## src/rtl/wb_write_arbiter.sv

```systemverilog
// Register-file writeback arbiter: two buffered producers (ALU, load unit) are round-robin
// serialised onto one registered write port, with a pending-write query for hazard detection.

module wb_write_arbiter_fifo #(
    parameter int DATA_W = 64,
    parameter int ADDR_W = 5,
    parameter int DEPTH  = 4
) (
    input  logic              clk_i,
    input  logic              rst_i,
    input  logic              push_i,
    input  logic [ADDR_W-1:0] rd_i,
    input  logic [DATA_W-1:0] data_i,
    input  logic              pop_i,
    input  logic [ADDR_W-1:0] query_addr_i,
    output logic              ready_o,
    output logic              nempty_o,
    output logic [ADDR_W-1:0] head_rd_o,
    output logic [DATA_W-1:0] head_data_o,
    output logic              hit_o
);
    localparam int PTR_W = $clog2(DEPTH);
    localparam int CNT_W = PTR_W + 1;

    logic [ADDR_W-1:0] rd_mem_r   [DEPTH];
    logic [DATA_W-1:0] data_mem_r [DEPTH];
    logic [PTR_W-1:0]  wr_ptr_r;
    logic [PTR_W-1:0]  rd_ptr_r;
    logic [CNT_W-1:0]  count_r;
    logic              full_s;
    logic              push_ok_s;
    logic              pop_ok_s;
    logic              hit_s;

    // Full is judged on the registered count only, so a same-cycle pop never frees a slot early.
    assign full_s      = (count_r == CNT_W'(DEPTH));
    assign push_ok_s   = push_i && !full_s;
    assign pop_ok_s    = pop_i && (count_r != {CNT_W{1'b0}});
    assign ready_o     = !full_s;
    assign nempty_o    = (count_r != {CNT_W{1'b0}});
    assign head_rd_o   = rd_mem_r[rd_ptr_r];
    assign head_data_o = data_mem_r[rd_ptr_r];
    assign hit_o       = hit_s;

    // Pointer and occupancy state.
    always_ff @(posedge clk_i or posedge rst_i) begin
        if (rst_i) begin
            wr_ptr_r <= {PTR_W{1'b0}};
            rd_ptr_r <= {PTR_W{1'b0}};
            count_r  <= {CNT_W{1'b0}};
        end else begin
            wr_ptr_r <= wr_ptr_r + PTR_W'(push_ok_s);
            rd_ptr_r <= rd_ptr_r + PTR_W'(pop_ok_s);
            count_r  <= count_r + CNT_W'(push_ok_s) - CNT_W'(pop_ok_s);
        end
    end

    // Entry storage; validity is tracked by the pointers, so no reset is needed here.
    always_ff @(posedge clk_i) begin
        if (push_ok_s) begin
            rd_mem_r[wr_ptr_r]   <= rd_i;
            data_mem_r[wr_ptr_r] <= data_i;
        end
    end

    // Match the query against every occupied slot, walking from the head.
    always_comb begin
        hit_s = 1'b0;
        for (int i = 0; i < DEPTH; i++) begin
            hit_s = hit_s | ((CNT_W'(i) < count_r) &&
                             (rd_mem_r[rd_ptr_r + PTR_W'(i)] == query_addr_i));
        end
    end
endmodule

module wb_write_arbiter #(
    parameter int DATA_W = 64,
    parameter int ADDR_W = 5,
    parameter int DEPTH  = 4
) (
    input  logic              clk_i,
    input  logic              rst_i,
    input  logic              alu_valid_i,
    input  logic [ADDR_W-1:0] alu_rd_i,
    input  logic [DATA_W-1:0] alu_data_i,
    output logic              alu_ready_o,
    input  logic              mem_valid_i,
    input  logic [ADDR_W-1:0] mem_rd_i,
    input  logic [DATA_W-1:0] mem_data_i,
    output logic              mem_ready_o,
    output logic              write_en_o,
    output logic [ADDR_W-1:0] write_addr_o,
    output logic [DATA_W-1:0] write_data_o,
    input  logic [ADDR_W-1:0] query_addr_i,
    output logic              pending_o
);
    logic              alu_nempty_s, mem_nempty_s;
    logic [ADDR_W-1:0] alu_head_rd_s, mem_head_rd_s;
    logic [DATA_W-1:0] alu_head_data_s, mem_head_data_s;
    logic              alu_hit_s, mem_hit_s;
    logic              grant_alu_s, grant_mem_s;
    logic [ADDR_W-1:0] sel_rd_s;
    logic [DATA_W-1:0] sel_data_s;
    logic              rr_mem_first_r;
    logic              write_en_r;
    logic [ADDR_W-1:0] write_addr_r;
    logic [DATA_W-1:0] write_data_r;

    wb_write_arbiter_fifo #(.DATA_W(DATA_W), .ADDR_W(ADDR_W), .DEPTH(DEPTH)) u_alu_fifo (
        .clk_i(clk_i), .rst_i(rst_i), .push_i(alu_valid_i), .rd_i(alu_rd_i), .data_i(alu_data_i),
        .pop_i(grant_alu_s), .query_addr_i(query_addr_i), .ready_o(alu_ready_o),
        .nempty_o(alu_nempty_s), .head_rd_o(alu_head_rd_s), .head_data_o(alu_head_data_s),
        .hit_o(alu_hit_s)
    );

    wb_write_arbiter_fifo #(.DATA_W(DATA_W), .ADDR_W(ADDR_W), .DEPTH(DEPTH)) u_mem_fifo (
        .clk_i(clk_i), .rst_i(rst_i), .push_i(mem_valid_i), .rd_i(mem_rd_i), .data_i(mem_data_i),
        .pop_i(grant_mem_s), .query_addr_i(query_addr_i), .ready_o(mem_ready_o),
        .nempty_o(mem_nempty_s), .head_rd_o(mem_head_rd_s), .head_data_o(mem_head_data_s),
        .hit_o(mem_hit_s)
    );

    // Round-robin grant: a lone non-empty source wins, otherwise the one not served last.
    always_comb begin
        grant_alu_s = 1'b0;
        grant_mem_s = 1'b0;
        if (alu_nempty_s && (!mem_nempty_s || !rr_mem_first_r)) begin
            grant_alu_s = 1'b1;
        end else if (mem_nempty_s) begin
            grant_mem_s = 1'b1;
        end else begin
            grant_mem_s = 1'b0;
        end
        sel_rd_s   = grant_mem_s ? mem_head_rd_s   : alu_head_rd_s;
        sel_data_s = grant_mem_s ? mem_head_data_s : alu_head_data_s;
    end

    // Priority pointer moves only when a grant is actually issued.
    always_ff @(posedge clk_i or posedge rst_i) begin
        if (rst_i) begin
            rr_mem_first_r <= 1'b0;
        end else if (grant_alu_s) begin
            rr_mem_first_r <= 1'b1;
        end else if (grant_mem_s) begin
            rr_mem_first_r <= 1'b0;
        end else begin
            rr_mem_first_r <= rr_mem_first_r;
        end
    end

    // Writes to x0 consume their grant but leave the port address/data untouched.
    always_ff @(posedge clk_i or posedge rst_i) begin
        if (rst_i) begin
            write_en_r   <= 1'b0;
            write_addr_r <= {ADDR_W{1'b0}};
            write_data_r <= {DATA_W{1'b0}};
        end else if ((grant_alu_s || grant_mem_s) && (sel_rd_s != {ADDR_W{1'b0}})) begin
            write_en_r   <= 1'b1;
            write_addr_r <= sel_rd_s;
            write_data_r <= sel_data_s;
        end else begin
            write_en_r   <= 1'b0;
        end
    end

    assign write_en_o   = write_en_r;
    assign write_addr_o = write_addr_r;
    assign write_data_o = write_data_r;
    assign pending_o    = (query_addr_i != {ADDR_W{1'b0}}) &&
                          (alu_hit_s || mem_hit_s ||
                           (write_en_r && (write_addr_r == query_addr_i)));
endmodule

```

## config.mk

```make
export PLATFORM = sky130hd
export DESIGN_NAME = wb_write_arbiter
export DESIGN_NICKNAME = d
export VERILOG_FILES = /design/src/rtl/wb_write_arbiter.sv
export SDC_FILE = /design/constraint.sdc
export NUM_CORES = 1
export LEC_CHECK = 0
export BUFFER_PORTS_ARGS = -buffer_cell sky130_fd_sc_hd__buf_2
export CORE_UTILIZATION = 50
export DETAILED_ROUTE_END_ITERATION = 12
export HOLD_SLACK_MARGIN = 0.1
export PLACE_DENSITY = 0.73
export SLEW_MARGIN = 20
export SYNTH_ARGS = -nofsm -noshare
export SYNTH_HDL_FRONTEND = slang
export SYNTH_HIERARCHICAL = 1
export SYNTH_SLANG_ARGS = --single-unit
```

## constraint.sdc

```tcl
create_clock -name clk_i -period 9.3 [get_ports clk_i]
set_input_delay 1.395 -clock clk_i [delete_from_list [all_inputs] [get_ports clk_i]]
set_output_delay 1.395 -clock clk_i [all_outputs]
set_load 0.01 [all_outputs]
```

# Yosys cells after proc, flatten, opt, wreduce, memory -nomap -nowiden
# Memories as Yosys holds them, arrays and structs flattened.
# Index checks and enable logic that the tools add are counted.
# totals
register_bits	85
ramBits	552
output_inout_bits	73
wordCells	94
memories	4
# mem_list
name	depth	word_bits	read_ports	rd_clocked_by_memory_dff	write_ports	line	text
u_alu_fifo.data_mem_r	4	64	1	0	1	26	logic [DATA_W-1:0] data_mem_r [DEPTH];
u_mem_fifo.data_mem_r	4	64	1	0	1	26	
u_alu_fifo.rd_mem_r	4	5	4	0	1	25	logic [ADDR_W-1:0] rd_mem_r [DEPTH];
u_mem_fifo.rd_mem_r	4	5	4	0	1	25	
# classes
add_sub_neg	14
order_cmp	8
n_eq_ne	11
muxes	12
n_bitwise	6
n_reduce_logical	29
# op_table
op	count
$mux W64	1
$eq A5 B5 Y1	9
$logic_and A1 B1 Y1	16
$lt A1 B3 Y1 const A	4
$lt A2 B3 Y1 const A	4
$mux W1	10
$reduce_bool A5 Y1	2
$add A2 B1 Y2	4
$add A2 B2 Y2 const B	4
$add A3 B1 Y3	2
$eq A3 B3 Y1 const B	2
$or A1 B1 Y1	6
$reduce_bool A3 Y1	2
$sub A3 B1 Y3	2
$mux W5	1
$add A2 B1 Y2 const B	2
$logic_not A1 Y1	4
$logic_or A1 B1 Y1	4
$reduce_bool A2 Y1	1

# Longest topological paths before layout
# An unclocked memory read counts as a cell.
# depth
depth_word	10
ltp_mapped	12
ltp_nobuf	11

# Cells and area by module
# Netlist, hierarchy kept.
# by_module_without_submodules
module	n_inst	cells_per_inst	area_per_inst_um2	seq_area_each_um2
wb_write_arbiter_fifo at u_alu_fifo	1	457	10968.0	8463.1
wb_write_arbiter_fifo at u_mem_fifo	1	442	10940.5	8463.1
wb_write_arbiter	1	245	3921.3	1776.7

# Worst setup path after synthesis
# No wires, ideal clock.
# synth_path
path_type	input to register
startpoint	input mem_valid_i
endpoint	memory u_mem_fifo.data_mem_r[1][0], enable pin
t_arrival_ns	6.573
t_required_ns	8.705
slack_ns	2.132
path_stages	2
path_cell_list	nand2_1 nor3b_1
# synth_between
elab_chain_len	3
# synth_lines
item	line	text
start: declaration	87	input logic mem_valid_i,
$logic_and A1 B1 Y1	37	assign push_ok_s = push_i && !full_s;
$mux W1	60	if (push_ok_s) begin
$mux W1 (not written as such)	62	data_mem_r[wr_ptr_r] <= data_i;
end: declaration	26	
# Every way passes these cells.

# Worst setup path in the final report
# layout_path
startpoint	register u_mem_fifo.rd_ptr_r[0]
endpoint	output pending_o
# layout_rtl
item	line	text
start: declaration	28	logic [PTR_W-1:0] rd_ptr_r;
start signal: assignment	49	rd_ptr_r <= {PTR_W{1'b0}};
start signal: assignment	53	rd_ptr_r <= rd_ptr_r + PTR_W'(pop_ok_s);
$mem_v2 Z4 W5	n/a	
named net mem_head_rd_s[1]	98	logic [ADDR_W-1:0] alu_head_rd_s, mem_head_rd_s;
$eq A5 B5 Y1	71	(rd_mem_r[rd_ptr_r + PTR_W'(i)] == query_addr_i));
$logic_and A1 B1 Y1	70	hit_s = hit_s | ((CNT_W'(i) < count_r) &&
$or A1 B1 Y1 (3 in a row)	70	
named net mem_hit_s	100	logic alu_hit_s, mem_hit_s;
$logic_or A1 B1 Y1 (2 in a row)	170	(alu_hit_s || mem_hit_s ||
$logic_and A1 B1 Y1	169	assign pending_o = (query_addr_i != {ADDR_W{1'b0}}) &&
end: declaration	95	output logic pending_o
# The timed path passes the listed nets, and every way through them passes these cells.

==> run metrics <==
Clock Path Buffers 3; IO Pins 220; Clock Sink Count 637; 1st-iter DRT viols 841; fin util 0.586; Post-Synth Simple-Gate Area 0.0105; die area 52,600 um^2; sequential share of the synthesized area 0.724; met3 routed WL 2.97 mm; Worst Path Required 7910 ps; main combinational cell family by area after synthesis multiplexers; Final Hold Vio Count 0; status finished, final reports clean; asr flop ratio synth 0.133; crit path kind reg2out; R2R setup slack 5610 ps; layout cells sized above 1 0.451; Final HPWL DP 32.1 mm; RSZ-0062 raised after global routing no; pre-CTS WS 4720 ps; final wirelength 53.6 mm; Synth Area in Compound Gates 0.00320; kind of launch point of the worst setup path flop; Post-Synth Adder-Cell Area 0.00736; grt ovf 0; CTS resizes 0; Cell variety after synth 44; Rel. slew slack 0.233; Yosys warning count 6; Leak 10.5 nW; min Tclk post-route 5100 ps; pwr dens 355 nW/um^2; Slew Viols, Final 0; number of synthesized flops with an enable pin roughly 550; Fillers between 3k and 4k; CTS Root Cell clkbuf_16; CTS Buf Count 61; Worst setup EP type output pin; IO Port Bufs 219; largest net degree at the start of global routing 66; setup bufs post-CTS 0; Design Area, Final 29,600 um^2; Worst-Skew Late Latency 620 ps; fin crit share 0.548; Synth top area share 0.642; endpoints failing setup 0; total track usage 0.210; H-tree depth 2; final worst setup slack 4200 ps; Clk pin slew, worst setup/hold paths 60 ps; area post-placement 27,500 um^2; synthesized cell area 25,800 um^2; antenna viol nets, final 0; Final Skew between 15 and 20 ps; most frequent cells after synthesis edfxtp_1 (552), mux4_2 (151), dfrtp_1 (85); area delta synth->final 14.7%; most frequently used flop master after synthesis edfxtp_1; first-pass GRT wire length 81.3 mm; TritonCTS clock tree yes; vias in the first global route 12.9k; largest cells by area after synthesis edfxtp_1 (64%), mux4_2 (13%), dfrtp_1 (8.2%), mux2_4 (4.0%), mux2_2 (3.0%); worst-path maximum fanout 53; drt drc 0; Core ar. 50,600 um^2; Max Clk Rate about 200 MHz; Worst Hold Class reg2reg; Yosys reg bits 637; WL met2 26.7 mm; initial antenna violation count 18; Syn Area/Cell 22.6 um^2; vias per cell 5.76; post-synth top area cell edfxtp_1; Reg area about 19,000 um^2; RD Place Congestion 0.818; top sig layer met5; peak supply drop a little under 0.3 mV; Die Width about 230 um; final net count about 1.6k; Die H 229 um; Synthesized Nets approximately 1.3k; XOR/XNOR Fraction of Synth Area 0.0183; Reg2Reg Depth 6; row count 82; Cells after Synth ~1.1k; wire per inst 25.3 um; most instantiated library cell after synthesis edfxtp_1; setup TNS 0 ps; max_cap viols 0; Slew @ Worst Pin around 1100 ps; multiplexer area fraction after synthesis 0.217; initial core utilization 0.511; DR pass1 iterations 5; met1 WL 22.7 mm; count of hold buffers inserted by post-cts repair 0; Multi-input gate area 6680 um^2; CP arrival 3700 ps; vias 12.2k; Worst Hold Path Cells 1
worst max-delay path: stages (launching register included):
cell and delay, ps:
dfrtp_4 1060, mux4_1 730, xnor2_1 160, nand4_1 100
a211oi_1 50, or4_1 520, a311oi_1 220, a21oi_1 60
buf_2 150
where the power goes:
group | switching [W] | total (W) | internal, W
Sequential | 0.000408 | 0.00429 | 0.00388
Combinational | 0.00169 | 0.00370 | 0.00201
Clock | 0.00103 | 0.00252 | 0.00149
Total | 0.00313 | 0.0105 | 0.00738
cell type report:
cell class	instances	area share
multi-input combinational	435	0.225
antenna	7	0.000591
clock buffer	79	0.0565
clock inverter	36	0.0134
timing repair buffer	238	0.0419
sequential	637	0.632
inverter	16	0.00211
tap	672	0.0284
metal layers:
layer,vias up,global-route usage
li1,5225,-
met1,6526,0.291
met2,345,0.340
met3,103,0.0387
met4,16,0.0681
met5,-,0
flip-flops by register name, indices dropped and copies added, names as in the netlist:
signal / count
u_alu_fifo/wr_ptr_r: 2
rr_mem_first_r: 1
u_alu_fifo/count_r: 3
u_alu_fifo/rd_ptr_r: 2
u_alu_fifo/rd_mem_r: 20
u_mem_fifo/rd_mem_r: 20
u_mem_fifo/data_mem_r: 256
u_mem_fifo/count_r: 3
write_data_o: 64
u_alu_fifo/data_mem_r: 256
u_mem_fifo/wr_ptr_r: 2
write_en_o: 1
write_addr_o: 5
u_mem_fifo/rd_ptr_r: 2
through the flow:
step | hold WS, ps | power, W | cells
final | 506 | 0.0105 | 2120
after global routing | 528 | 0.0110 | 2116
after CTS | 511 | 0.0107 | 2113
after detailed placement | 493 | 0.00812 | 1998
after global placement | 490 | 0.00803 | 1998
after floorplan | 488 | 0.00722 | 1144
worst paths after layout:
check / startpoint / endpoint
max in group asynchronous: rst_i / write_data_o[26]
worst max register to register: u_mem_fifo/rd_ptr_r[0] / write_data_o[47]
worst min register to register: write_data_o[48] / write_data_o[48]
min in group asynchronous: rst_i / u_mem_fifo/count_r[0]
worst max-delay path: u_mem_fifo/rd_ptr_r[0] / pending_o
worst min-delay path: write_data_o[48] / write_data_o[48]
logic make-up (layout without fill, tap and decap cells):
| group | after synthesis | in the layout |
|---|---|---|
| buffers and inverters | 72 | 369 |
| xor gates and xnor gates | 54 | 54 |
| DFF | 637 | 637 |
| muxes | 313 | 313 |
| adders and majority gates | 14 | 14 |
| other | 0 | 7 |
| and+or+nand+nor | 45 | 45 |
| AOI/OAI and AO/OA | 9 | 9 |
cells in the final DEF, fill, tap and decap left out, types with 4 or more instances in the layout:
master / count
nor3_1: 5
nor2_1: 4
mux4_2: 151
mux2i_1: 14
mux4_1: 10
bufinv_16: 8
edfxtp_1: 552
clkbuf_1: 11
clkbuf_16: 62
diode_2: 7
xnor2_1: 28
nand2_1: 6
buf_2: 219
inv_1: 15
clkbuf_8: 6
mux2_2: 69
nor3b_2: 4
dfrtp_1: 81
ha_1: 12
dfrtp_4: 4
buf_4: 18
xor2_1: 26
nand4_1: 5
clkinv_2: 22
mux2_4: 69
No activity file was read; power rests on OpenSTA's default activity.
